[src/rtl/multicycle_ctrl.sv]
// ---------------------------------------------------------------------------
// multicycle_ctrl
// Multi-cycle control sequencer for an RV32I subset datapath (R-type, I-type
// ALU, loads, stores, branches). Each instruction walks FETCH -> DECODE ->
// EXEC -> (MEM) -> (WB). The unit drives every datapath strobe and handshakes
// with a shared instruction/data memory port.
//
// Parameters
//   MEM_TIMEOUT : consecutive mem_req cycles without mem_ready before a
//                 memory-timeout trap; 0 disables the timeout.
//   CNT_W       : width of the retired-instruction counter.
//
// Optional feature macro: RETIRE_CNT_EN
//   defined   -> retired counts retiring instructions (wraps mod 2^CNT_W)
//   undefined -> retired is tied to 0 and no counter flops exist
//
// Ports
//   clk, rst_n            clock (rising edge), async active-low reset
//   opcode[6:0]           instruction opcode, sampled in DECODE
//   zero                  ALU zero flag, used in EXEC of a branch
//   mem_ready             memory completes the current access
//   mem_req, mem_we, iord memory request / write strobe / address select
//   ir_write, pc_write    IR load / PC update
//   pc_src                0 = PC+4, 1 = branch target (ALUOut)
//   reg_write, mem_to_reg register-file write / writeback select
//   alu_src_a, alu_src_b  ALU operand selects
//   alu_op                00 add, 01 branch compare, 10 R funct, 11 I funct
//   state[2:0]            current state encoding
//   trap_cause[1:0]       00 none, 01 illegal opcode, 10 memory timeout
//   retired[CNT_W-1:0]    retired-instruction count
// ---------------------------------------------------------------------------
module multicycle_ctrl #(
    parameter int MEM_TIMEOUT = 15,
    parameter int CNT_W       = 32
) (
    input  logic             clk,
    input  logic             rst_n,
    input  logic [6:0]       opcode,
    input  logic             zero,
    input  logic             mem_ready,
    output logic             mem_req,
    output logic             mem_we,
    output logic             iord,
    output logic             ir_write,
    output logic             pc_write,
    output logic             pc_src,
    output logic             reg_write,
    output logic             mem_to_reg,
    output logic             alu_src_a,
    output logic [1:0]       alu_src_b,
    output logic [1:0]       alu_op,
    output logic [2:0]       state,
    output logic [1:0]       trap_cause,
    output logic [CNT_W-1:0] retired
);

    typedef enum logic [2:0] {
        ST_FETCH  = 3'd0,
        ST_DECODE = 3'd1,
        ST_EXEC   = 3'd2,
        ST_MEM    = 3'd3,
        ST_WB     = 3'd4,
        ST_TRAP   = 3'd7
    } state_t;

    typedef enum logic [2:0] {
        CL_R  = 3'd0,
        CL_I  = 3'd1,
        CL_LD = 3'd2,
        CL_ST = 3'd3,
        CL_BR = 3'd4
    } iclass_t;

    localparam logic [6:0] OP_R  = 7'b0110011;
    localparam logic [6:0] OP_I  = 7'b0010011;
    localparam logic [6:0] OP_LD = 7'b0000011;
    localparam logic [6:0] OP_ST = 7'b0100011;
    localparam logic [6:0] OP_BR = 7'b1100011;

    // The counter only has to hold 0 .. MEM_TIMEOUT-1; reaching the last
    // value with ready still low is the trap condition.
    localparam int              TMO_W       = (MEM_TIMEOUT < 2) ? 1 : $clog2(MEM_TIMEOUT);
    localparam int              TMO_LIMIT_I = (MEM_TIMEOUT > 0) ? (MEM_TIMEOUT - 1) : 0;
    localparam logic [TMO_W-1:0] TMO_LIMIT  = TMO_W'(TMO_LIMIT_I);
    localparam bit              TMO_EN      = (MEM_TIMEOUT > 0);

    state_t           state_r, state_nxt_s;
    iclass_t          class_r, class_nxt_s;
    logic [1:0]       cause_r, cause_nxt_s;
    logic [TMO_W-1:0] tmo_cnt_r;
    logic             tmo_hit_s;

    logic       mem_req_s, mem_we_s, iord_s, ir_write_s, pc_write_s, pc_src_s;
    logic       reg_write_s, mem_to_reg_s, alu_src_a_s;
    logic [1:0] alu_src_b_s, alu_op_s;

    // This request cycle is the last one allowed; mem_ready in it still wins.
    assign tmo_hit_s = TMO_EN && !mem_ready && (tmo_cnt_r == TMO_LIMIT);

    // Next-state, class/cause capture and control-strobe decode.
    always_comb begin
        state_nxt_s  = state_r;
        class_nxt_s  = class_r;
        cause_nxt_s  = cause_r;
        mem_req_s    = 1'b0;
        mem_we_s     = 1'b0;
        iord_s       = 1'b0;
        ir_write_s   = 1'b0;
        pc_write_s   = 1'b0;
        pc_src_s     = 1'b0;
        reg_write_s  = 1'b0;
        mem_to_reg_s = 1'b0;
        alu_src_a_s  = 1'b0;
        alu_src_b_s  = 2'b00;
        alu_op_s     = 2'b00;
        case (state_r)
            ST_FETCH: begin
                mem_req_s   = 1'b1;
                alu_src_b_s = 2'b01;
                if (mem_ready) begin
                    ir_write_s  = 1'b1;
                    pc_write_s  = 1'b1;
                    state_nxt_s = ST_DECODE;
                end else if (tmo_hit_s) begin
                    cause_nxt_s = 2'b10;
                    state_nxt_s = ST_TRAP;
                end else begin
                    state_nxt_s = ST_FETCH;
                end
            end
            ST_DECODE: begin
                // ALU computes the branch target into ALUOut meanwhile.
                alu_src_b_s = 2'b10;
                state_nxt_s = ST_EXEC;
                case (opcode)
                    OP_R:    class_nxt_s = CL_R;
                    OP_I:    class_nxt_s = CL_I;
                    OP_LD:   class_nxt_s = CL_LD;
                    OP_ST:   class_nxt_s = CL_ST;
                    OP_BR:   class_nxt_s = CL_BR;
                    default: begin
                        cause_nxt_s = 2'b01;
                        state_nxt_s = ST_TRAP;
                    end
                endcase
            end
            ST_EXEC: begin
                alu_src_a_s = 1'b1;
                case (class_r)
                    CL_R: begin
                        alu_src_b_s = 2'b00;
                        alu_op_s    = 2'b10;
                        state_nxt_s = ST_WB;
                    end
                    CL_I: begin
                        alu_src_b_s = 2'b10;
                        alu_op_s    = 2'b11;
                        state_nxt_s = ST_WB;
                    end
                    CL_LD, CL_ST: begin
                        alu_src_b_s = 2'b10;
                        alu_op_s    = 2'b00;
                        state_nxt_s = ST_MEM;
                    end
                    CL_BR: begin
                        alu_src_b_s = 2'b00;
                        alu_op_s    = 2'b01;
                        pc_write_s  = zero;
                        pc_src_s    = 1'b1;
                        state_nxt_s = ST_FETCH;
                    end
                    default: begin
                        // Corrupted class latch: park safely.
                        cause_nxt_s = 2'b01;
                        state_nxt_s = ST_TRAP;
                    end
                endcase
            end
            ST_MEM: begin
                mem_req_s = 1'b1;
                iord_s    = 1'b1;
                mem_we_s  = (class_r == CL_ST);
                if (mem_ready) begin
                    if (class_r == CL_LD) begin
                        state_nxt_s = ST_WB;
                    end else begin
                        state_nxt_s = ST_FETCH;
                    end
                end else if (tmo_hit_s) begin
                    cause_nxt_s = 2'b10;
                    state_nxt_s = ST_TRAP;
                end else begin
                    state_nxt_s = ST_MEM;
                end
            end
            ST_WB: begin
                reg_write_s  = 1'b1;
                mem_to_reg_s = (class_r == CL_LD);
                state_nxt_s  = ST_FETCH;
            end
            ST_TRAP: begin
                state_nxt_s = ST_TRAP;
            end
            default: begin
                // Unused encodings fall into the trap hold.
                state_nxt_s = ST_TRAP;
            end
        endcase
    end

    // State, latched class and sticky trap cause.
    always_ff @(posedge clk or negedge rst_n) begin
        if (!rst_n) begin
            state_r <= ST_FETCH;
            class_r <= CL_R;
            cause_r <= 2'b00;
        end else begin
            state_r <= state_nxt_s;
            class_r <= class_nxt_s;
            cause_r <= cause_nxt_s;
        end
    end

    // Consecutive stalled-request counter; any state change restarts it.
    always_ff @(posedge clk or negedge rst_n) begin
        if (!rst_n) begin
            tmo_cnt_r <= {TMO_W{1'b0}};
        end else if (TMO_EN && mem_req_s && !mem_ready && (state_nxt_s == state_r)) begin
            tmo_cnt_r <= tmo_cnt_r + TMO_W'(1);
        end else begin
            tmo_cnt_r <= {TMO_W{1'b0}};
        end
    end

`ifdef RETIRE_CNT_EN
    logic             retire_s;
    logic [CNT_W-1:0] retired_r;

    assign retire_s = ((state_r == ST_EXEC) && (class_r == CL_BR))
                    || ((state_r == ST_MEM) && (class_r == CL_ST) && mem_ready)
                    || (state_r == ST_WB);

    // Retired-instruction counter, wraps naturally.
    always_ff @(posedge clk or negedge rst_n) begin
        if (!rst_n) begin
            retired_r <= {CNT_W{1'b0}};
        end else if (retire_s) begin
            retired_r <= retired_r + CNT_W'(1);
        end else begin
            retired_r <= retired_r;
        end
    end

    assign retired = retired_r;
`else
    assign retired = {CNT_W{1'b0}};
`endif

    // While reset is held every strobe is forced low, even mid-access.
    assign mem_req    = mem_req_s    & rst_n;
    assign mem_we     = mem_we_s     & rst_n;
    assign iord       = iord_s       & rst_n;
    assign ir_write   = ir_write_s   & rst_n;
    assign pc_write   = pc_write_s   & rst_n;
    assign pc_src     = pc_src_s     & rst_n;
    assign reg_write  = reg_write_s  & rst_n;
    assign mem_to_reg = mem_to_reg_s & rst_n;
    assign alu_src_a  = alu_src_a_s  & rst_n;
    assign alu_src_b  = alu_src_b_s  & {2{rst_n}};
    assign alu_op     = alu_op_s     & {2{rst_n}};
    assign state      = state_r;
    assign trap_cause = cause_r;

endmodule

[config.mk]
export PLATFORM = sky130hd
export DESIGN_NAME = multicycle_ctrl
export DESIGN_NICKNAME = d
export VERILOG_FILES = /design/src/rtl/multicycle_ctrl.sv
export SDC_FILE = /design/constraint.sdc
export NUM_CORES = 1
export LEC_CHECK = 0
export BUFFER_PORTS_ARGS = -buffer_cell sky130_fd_sc_hd__buf_2
export CORE_MARGIN = 2
export CORE_UTILIZATION = 45
export DETAILED_ROUTE_END_ITERATION = 7
export GPL_ROUTABILITY_DRIVEN = 0
export GPL_TIMING_DRIVEN = 0
export HOLD_SLACK_MARGIN = 0.12
export MAX_ROUTING_LAYER = met4
export PLACE_DENSITY = 0.82
export SLEW_MARGIN = 20
export SYNTH_ARGS = -nofsm -noshare
export SYNTH_HDL_FRONTEND = slang
export SYNTH_SLANG_ARGS = --single-unit
[constraint.sdc]
create_clock -name clk -period 3.9 [get_ports clk]
set_input_delay 0.585 -clock clk [delete_from_list [all_inputs] [get_ports clk]]
set_output_delay 0.585 -clock clk [all_outputs]
set_load 0.005 [all_outputs]
After elaboration in Yosys (flattened, before gate mapping)
Index checks and enable logic that the tools add are counted.
Storage, ports and cells
  bits in registers: 12
Cells by class
  add/sub/neg operators: 1
  equal/unequal tests: 19
  muxes and demuxes: 31
  bitwise operators: 11
  reductions and logical operators: 16
Operators by type and width (count)
  3-bit case mux with 5 select lines: 2
  3-bit two-way mux: 6
  2-bit case mux with 3 select lines: 3
  7-bit by 6-bit equality test with 1-bit output, second input constant: 2
  3-bit by 2-bit equality test with 1-bit output, second input constant: 4
  2-bit two-way mux: 6
  1-bit two-way mux: 11
  5-bit OR reduction: 2
  1-bit bitwise AND: 9
  3-bit case mux with 3 select lines: 1
  7-bit by 2-bit equality test with 1-bit output, second input constant: 1
  7-bit by 5-bit equality test with 1-bit output, second input constant: 1
  7-bit equality test, second input constant: 1
  3-bit by 1-bit equality test with 1-bit output, second input constant: 2
  3-bit equality test, second input constant: 2
  3-bit zero test: 2
  2-bit inequality test, second input constant: 3
  2-bit OR reduction: 3
  5-bit AND reduction: 1
  5-bit nonzero test: 1
  4-bit by 1-bit adder with 4-bit output, second input constant: 1
  2-bit bitwise AND: 2
  4-bit equality test, second input constant: 1
  4-bit two-way mux: 1
  other kinds (8): 10

Longest topological paths before layout
Gate-level depths: netlist of run 1.
  depth after elaboration: 8
  depth in mapped cells: 7

Worst setup path after synthesis of run 1
OpenSTA, ideal clock, no wires.
  path type: input port to output port
  start point: input rst_n
  end point: output pc_write
  arrival time: 1411 ps
  path slack: 1904 ps
  cell stages on the path: 4
  buffers on the path: 0
  path through: nand2_2 -> or3_4 -> nor3b_2 -> a21o_1
On the way
  cells in the longest elaborated chain, start to end: 1
Ends and longest elaborated chain
  start, declared: line 37  | input logic rst_n,
  1-bit bitwise AND: line 264  | assign pc_write = pc_write_s & rst_n;
  end, declared: line 45  | output logic pc_write,
Every way passes these cells.

Worst setup path in the final report of run 1
Same ends and word-level chain as after synthesis.

==> flow_summary.yaml, run 1 <==
worst_setup_path:
  crit_path_max_incr_delay_ns: 0.40
  crit_top_cell: "buf_2"
  r2r_setup_slack_ns: 2.25
  critPathKind: "primary input to output port"
  setup.worst_path.start: "rst_n"
  cp-endpoint: "pc_write"
  r2r_start: "tmo_cnt_r[0]"
  endpoint_kind: "output port"
  rr_endpoint: "trap_cause[1]"
  cp.depth: 6
  critPathTopFamily: "simple AND/OR/NAND/NOR gates"
  cp_cell_sequence: "buf_2 -> nand2_2 -> or3_4 -> nor3b_2 -> a21o_1 -> buf_2"
  worstPathArrival_ns: 1.88
  worstPathRequired_ns: 3.31
  crit_slowest_cell: "or3_4"
  cp.buffers_inverters: 2
  cp_max_fo: 14
  reg2regPathDepth: 7
  start_kind: "primary input"
detailed_routing:
  ant_nets: 0
  drc: 0
  dr.pass1.iters: 4
  vias: 998
  drt_iter0_drc: 6
  viasPerCell: 4.40
  wl_mm: 2.14
  wl_per_cell_um: 9.41
floorplanning:
  row_count: 18
  die_w_um: 54.9
  ios: 61
  dieArea_mm2: 0.00301
  initial_utilization_pct: 47.1
  die_y_um: 54.9
  core_area_mm2: 0.00248
global_routing:
  grt_max_degree: 15
  grt_pass1_vias: 725
  antenna_found_initial: 0
  grtUsageMet2_pct: 23.4
  grtUsageMet1_pct: 18.3
  grt_pass1_wl_mm: 3.19
  track_usage_pct: 14.9
  grt_util_met3_pct: 5.91
  busiest_layer: "met2"
  grt-ovfl-total: 0
layout:
  diodes: 0
  finalInstanceArea_mm2: 0.00150
  fill_cells: 248
  area_growth_syn_to_layout_pct: 28.3
  final_common_cell: "buf_4"
  drive_gt1_share_pct: 43.1
  regArea_um2: 300
  layout_common_cells: "buf_4 (34), conb_1 (32), buf_2 (28)"
  multi_input_area_um2: 678
  fin_nets: 211
  instances_no_fill: 227
power:
  p_seq_share_pct: 45.8
  switching_power_uw: 63.2
  p_int_uw: 210
  p_comb_share_pct: 18.7
  vdd_drop_max_mv: 0.252
  p_leak_nw: 0.836
  pwr-share-clk_pct: 35.5
  powerDensity_mw_per_mm2: 183
  swShare_pct: 23.1
synthesis:
  syn_avg_cell_area_um2: 8.70
  synth_seq_cells: 12
  async_reset_ff_share_pct: 100
  yosys_warnings: 0
  ys_seq_area_share_pct: 25.8
  synth_cell_types: 45
  synth_area_mm2: 0.00117
  synth_ff_type: "dfrtp_1"
  synth_edf_count: 0
  synthCells: 134
run_status:
  outcome: "finished, final reports clean"
timing:
  setup_slack_ns: 1.43
  finalMaxSlewViolations: 0
  clock.fmax_mhz: 405
  finalSetupViolations: 0
  finalSetupTns_ns: 0
  rsz0062_at_grt: "no"
  hold_violations: 0
  fin_crit_ns: 2.47
  skew_ns: 0.00412
  post-route-period-util_pct: 63.3
placement:
  dp_hpwl_mm: 1.74
  preCtsSetupSlack_ns: 1.41
  portBuffers: 28
  dp.cells: 223
  placed_area_mm2: 0.00146
clocking:
  clk_pin_slew_ns: 0.08
  clk_path_buf_depth: 2
  cts_num_sinks: 12
  cts_setup_buffers: 0
  cts_buffers: 3
  cts-root-buf: "clkbuf_4"
  h-tree-depth: 1
  cts_tree: "yes"
  insertion_delay_ns: 0.27
  holdBufCountCts: 0
  cts_resized: 0
min_path:
  hold_class: "primary input to asynchronous set/reset pin"
job:
  drv_cap: 0
-- routing by layer --
| metal | vias to the layer above | share of wire [%] | routed length (um) |
|---|---|---|---|
| li1 | 523 | - | - |
| met1 | 431 | 43 | 910 |
| met2 | 42 | 47 | 1010 |
| met3 | 2 | 9.8 | 209 |
| met4 | 0 | 0.37 | 8 |
| met5 | - | 0 | 0 |
-- synth_stat cells, drive strengths merged, types with 3 or more instances --
| cell type | n | share of area (%) |
|---|---|---|
| a21oi | 8 | 4.1 |
| buf | 36 | 24 |
| dfrtp | 12 | 26 |
| inv | 6 | 1.9 |
| mux2i | 3 | 2.6 |
| nand2 | 7 | 2.7 |
| nand2b | 4 | 3.4 |
| nor2 | 12 | 4.7 |
| nor3 | 3 | 1.7 |
| nor4 | 6 | 3.2 |
| o21ai | 7 | 3.3 |
-- power by group through the flow --
stage | combinational, mW | sequential, mW | clock [mW]
floorplan | 0.0393 | 0.128 | 0
global placement | 0.0499 | 0.128 | 0
detailed placement | 0.0502 | 0.128 | 0
CTS | 0.0502 | 0.125 | 0.101
global route | 0.0580 | 0.125 | 0.109
finish | 0.0513 | 0.125 | 0.0972
-- cell type report --
type                    count  share of cell area [%]
multi-input cells         110                    45.3
well taps                  30                    2.51
plain buffers              37                    18.8
repair buffers             28                    9.36
inverters                   6                    1.51
flip-flops and latches     12                    20.1
clock buffers               4                    2.42
-- flip-flops by register name, indices dropped and copies added, names as in the netlist --
signal      cells
tmo_cnt_r       4
class_r         3
state           3
trap_cause      2
-- cell families after synthesis --
kind of cell | count (synthesis) | synth area share [%]
multiplexers | 5 | 4.83
AO/OA/AOI/OAI | 24 | 13.6
flip-flops | 12 | 25.8
AND/OR/NAND/NOR | 43 | 24.3
XOR/XNOR | 4 | 3.00
buffers and inverters | 43 | 26.1
adder cells (fa/ha/maj) | 2 | 2.15
other | 1 | 0.322
-- stage by stage --
step | hold WS [ns] | power (mW) | util, %
floorplan | 0.289 | 0.167 | -
global placement | 0.487 | 0.178 | 58.9
detailed placement | 0.497 | 0.178 | 58.9
CTS | 0.202 | 0.277 | 60.4
global route | 0.197 | 0.293 | 60.4
finish | 0.200 | 0.274 | 60.4
-- worst reg2reg max path: stages, from the launching register on --
cell and delay [ns]:
dfrtp_1 0.42, inv_1 0.07, ha_1 0.16, nand4b_1 0.17, nand2b_4 0.20, a21oi_2 0.13
o21ai_2 0.09, mux2_4 0.30
-- worst min-delay path by stage --
stage / start / endpoint / cells after the start
4_1_cts: rst_n / class_r[2] / 1
5_1_grt: rst_n / state[2] / 1
3_3_place_gp: tmo_cnt_r[0] / tmo_cnt_r[0] / 1
2_1_floorplan: rst_n / class_r[0] / 0
3_5_place_dp: rst_n / class_r[2] / 1
6_report: rst_n / class_r[2] / 1
Power figures use the tool's default switching activity.
==> run 2: changes to the inputs <==
Clock period 3.9 ns to 2.5 ns, I/O delays scaled along.
==> run 2 against run 1 <==
Effect of this change:
- combinational power grew 59%
- die area is the same
- power grew 57%
- routed wire length grew 1.1%
- largest power group unchanged
==> flow_summary.yaml, run 2 (synthesis gave the netlist of run 1 again) <==
timing:
  rsz0062_at_grt: "no"
  post-route-period-util_pct: 83.6
  hold_ws_ns: 0.426
  hold_violations: 0
  finalSetupViolations: 0
  setup_slack_ns: 0.410
  slew_headroom_pct: 61.0
  finalSetupTns_ns: 0
  finalMaxSlewViolations: 0
  clock.fmax_mhz: 478
  skew_ns: 0.00406
  worst_pin_slew_ns: 0.583
  fin_crit_ns: 2.09
worst_setup_path:
  endpoint_kind: "output port"
  critPathKind: "flop to output port"
  worstPathArrival_ns: 1.72
  cp_max_fo: 7
  start_kind: "flop"
  worstPathRequired_ns: 2.12
clocking:
  holdBufCountCts: 1
  cts-root-buf: "clkbuf_4"
  cts_num_sinks: 12
  cts_setup_buffers: 0
  cts_buffers: 3
  cts_resized: 0
  clk_path_buf_depth: 2
  clk_pin_slew_ns: 0.07
  cts_tree: "yes"
  insertion_delay_ns: 0.27
  h-tree-depth: 1
global_routing:
  track_usage_pct: 15.2
  grt_pass1_vias: 737
  grt_max_degree: 13
  antenna_found_initial: 0
  grt_pass1_wl_mm: 3.24
  grt-ovfl-total: 0
layout:
  multi_input_area_um2: 678
  fin_nets: 212
  diodes: 0
  drive_gt1_share_pct: 42.9
  finalInstanceArea_mm2: 0.00151
  final_common_cell: "buf_4"
  layout_common_cells: "buf_4 (34), conb_1 (32), buf_2 (28)"
  regArea_um2: 300
  largest_reg_flops: 4
  top_register: "tmo_cnt_r"
  fill_cells: 244
  area_growth_syn_to_layout_pct: 29.2
floorplanning:
  die_y_um: 54.9
  ios: 61
  dieArea_mm2: 0.00301
  initial_utilization_pct: 47.1
  core_area_mm2: 0.00248
  row_count: 18
  die_w_um: 54.9
run_status:
  outcome: "finished, final reports clean"
power:
  p_int_uw: 329
  p_comb_share_pct: 19.0
  vdd_drop_max_mv: 0.394
  pwr-share-clk_pct: 35.4
  p_seq_share_pct: 45.6
  swShare_pct: 23.1
  powerDensity_mw_per_mm2: 284
  switching_power_uw: 99.0
  p_leak_nw: 0.841
detailed_routing:
  drt_iter0_drc: 6
  wl_mm: 2.16
  drc: 0
  wl_per_cell_um: 9.47
  dr.pass1.iters: 4
  vias: 1010
  ant_nets: 0
  viasPerCell: 4.43
placement:
  placed_area_mm2: 0.00146
  dp_hpwl_mm: 1.74
  preCtsSetupSlack_ns: 0.430
  portBuffers: 28
job:
  drv_cap: 0
min_path:
  hold_class: "primary input to flop"
run 2: changes by cell type in the layout (fill, tap and decap cells not counted):
| cell | change |
|---|---|
| dlygate4sd3_1 | +1 |
run 2: path summary, 6_finish.rpt:
check / cells after the start / start / slack, ns / to
min reg2reg: 1 / trap_cause[1] / 0.51 / trap_cause[1]
min: 3 / opcode[6] / 0.43 / class_r[2]
max: 6 / state[2] / 0.41 / pc_write
max in group asynchronous: 2 / rst_n / 1.43 / tmo_cnt_r[2]
min in group asynchronous: 2 / rst_n / 0.69 / class_r[2]
max reg2reg: 7 / tmo_cnt_r[0] / 0.86 / trap_cause[1]
run 2: power by group through the flow:
| stage | logic, mW | registers (mW) | clock network (mW) |
|---|---|---|---|
| after CTS | 0.0798 | 0.195 | 0.158 |
| after global placement | 0.0778 | 0.199 | 0 |
| final | 0.0815 | 0.195 | 0.151 |
| after floorplan | 0.0613 | 0.199 | 0 |
| after global routing | 0.0923 | 0.195 | 0.171 |
| after detailed placement | 0.0783 | 0.199 | 0 |
run 2: worst max-delay path: stages (launching register included):
cell and delay, ns:
dfrtp_1 0.41, inv_1 0.11, nand2_2 0.11, or3_4 0.39, nor3b_2 0.20, a21o_1 0.13, buf_2 0.10
run 2: cell type report:
class	count	area share [%]
flip-flops and latches	12	19.9
inverters	6	1.50
multi-input cells	110	45.0
repair buffers	29	9.97
clock buffers	4	2.41
well taps	30	2.49
plain buffers	37	18.7
run 2: per-layer routing:
metal | GRT usage (%) | share of wire [%] | vias up
met5 | - | 0 | -
li1 | - | - | 524
met2 | 24.2 | 48 | 44
met4 | 2.85 | 0.37 | 0
met1 | 18.8 | 42 | 440
met3 | 5.65 | 9.6 | 2
run 2: stage by stage:
stage               power (mW)  util [%]  cells
global placement         0.277      58.9    223
floorplan                0.260         -    165
global route             0.458      60.8    228
CTS                      0.433      60.8    228
finish                   0.428      60.8    228
detailed placement       0.277      58.9    223
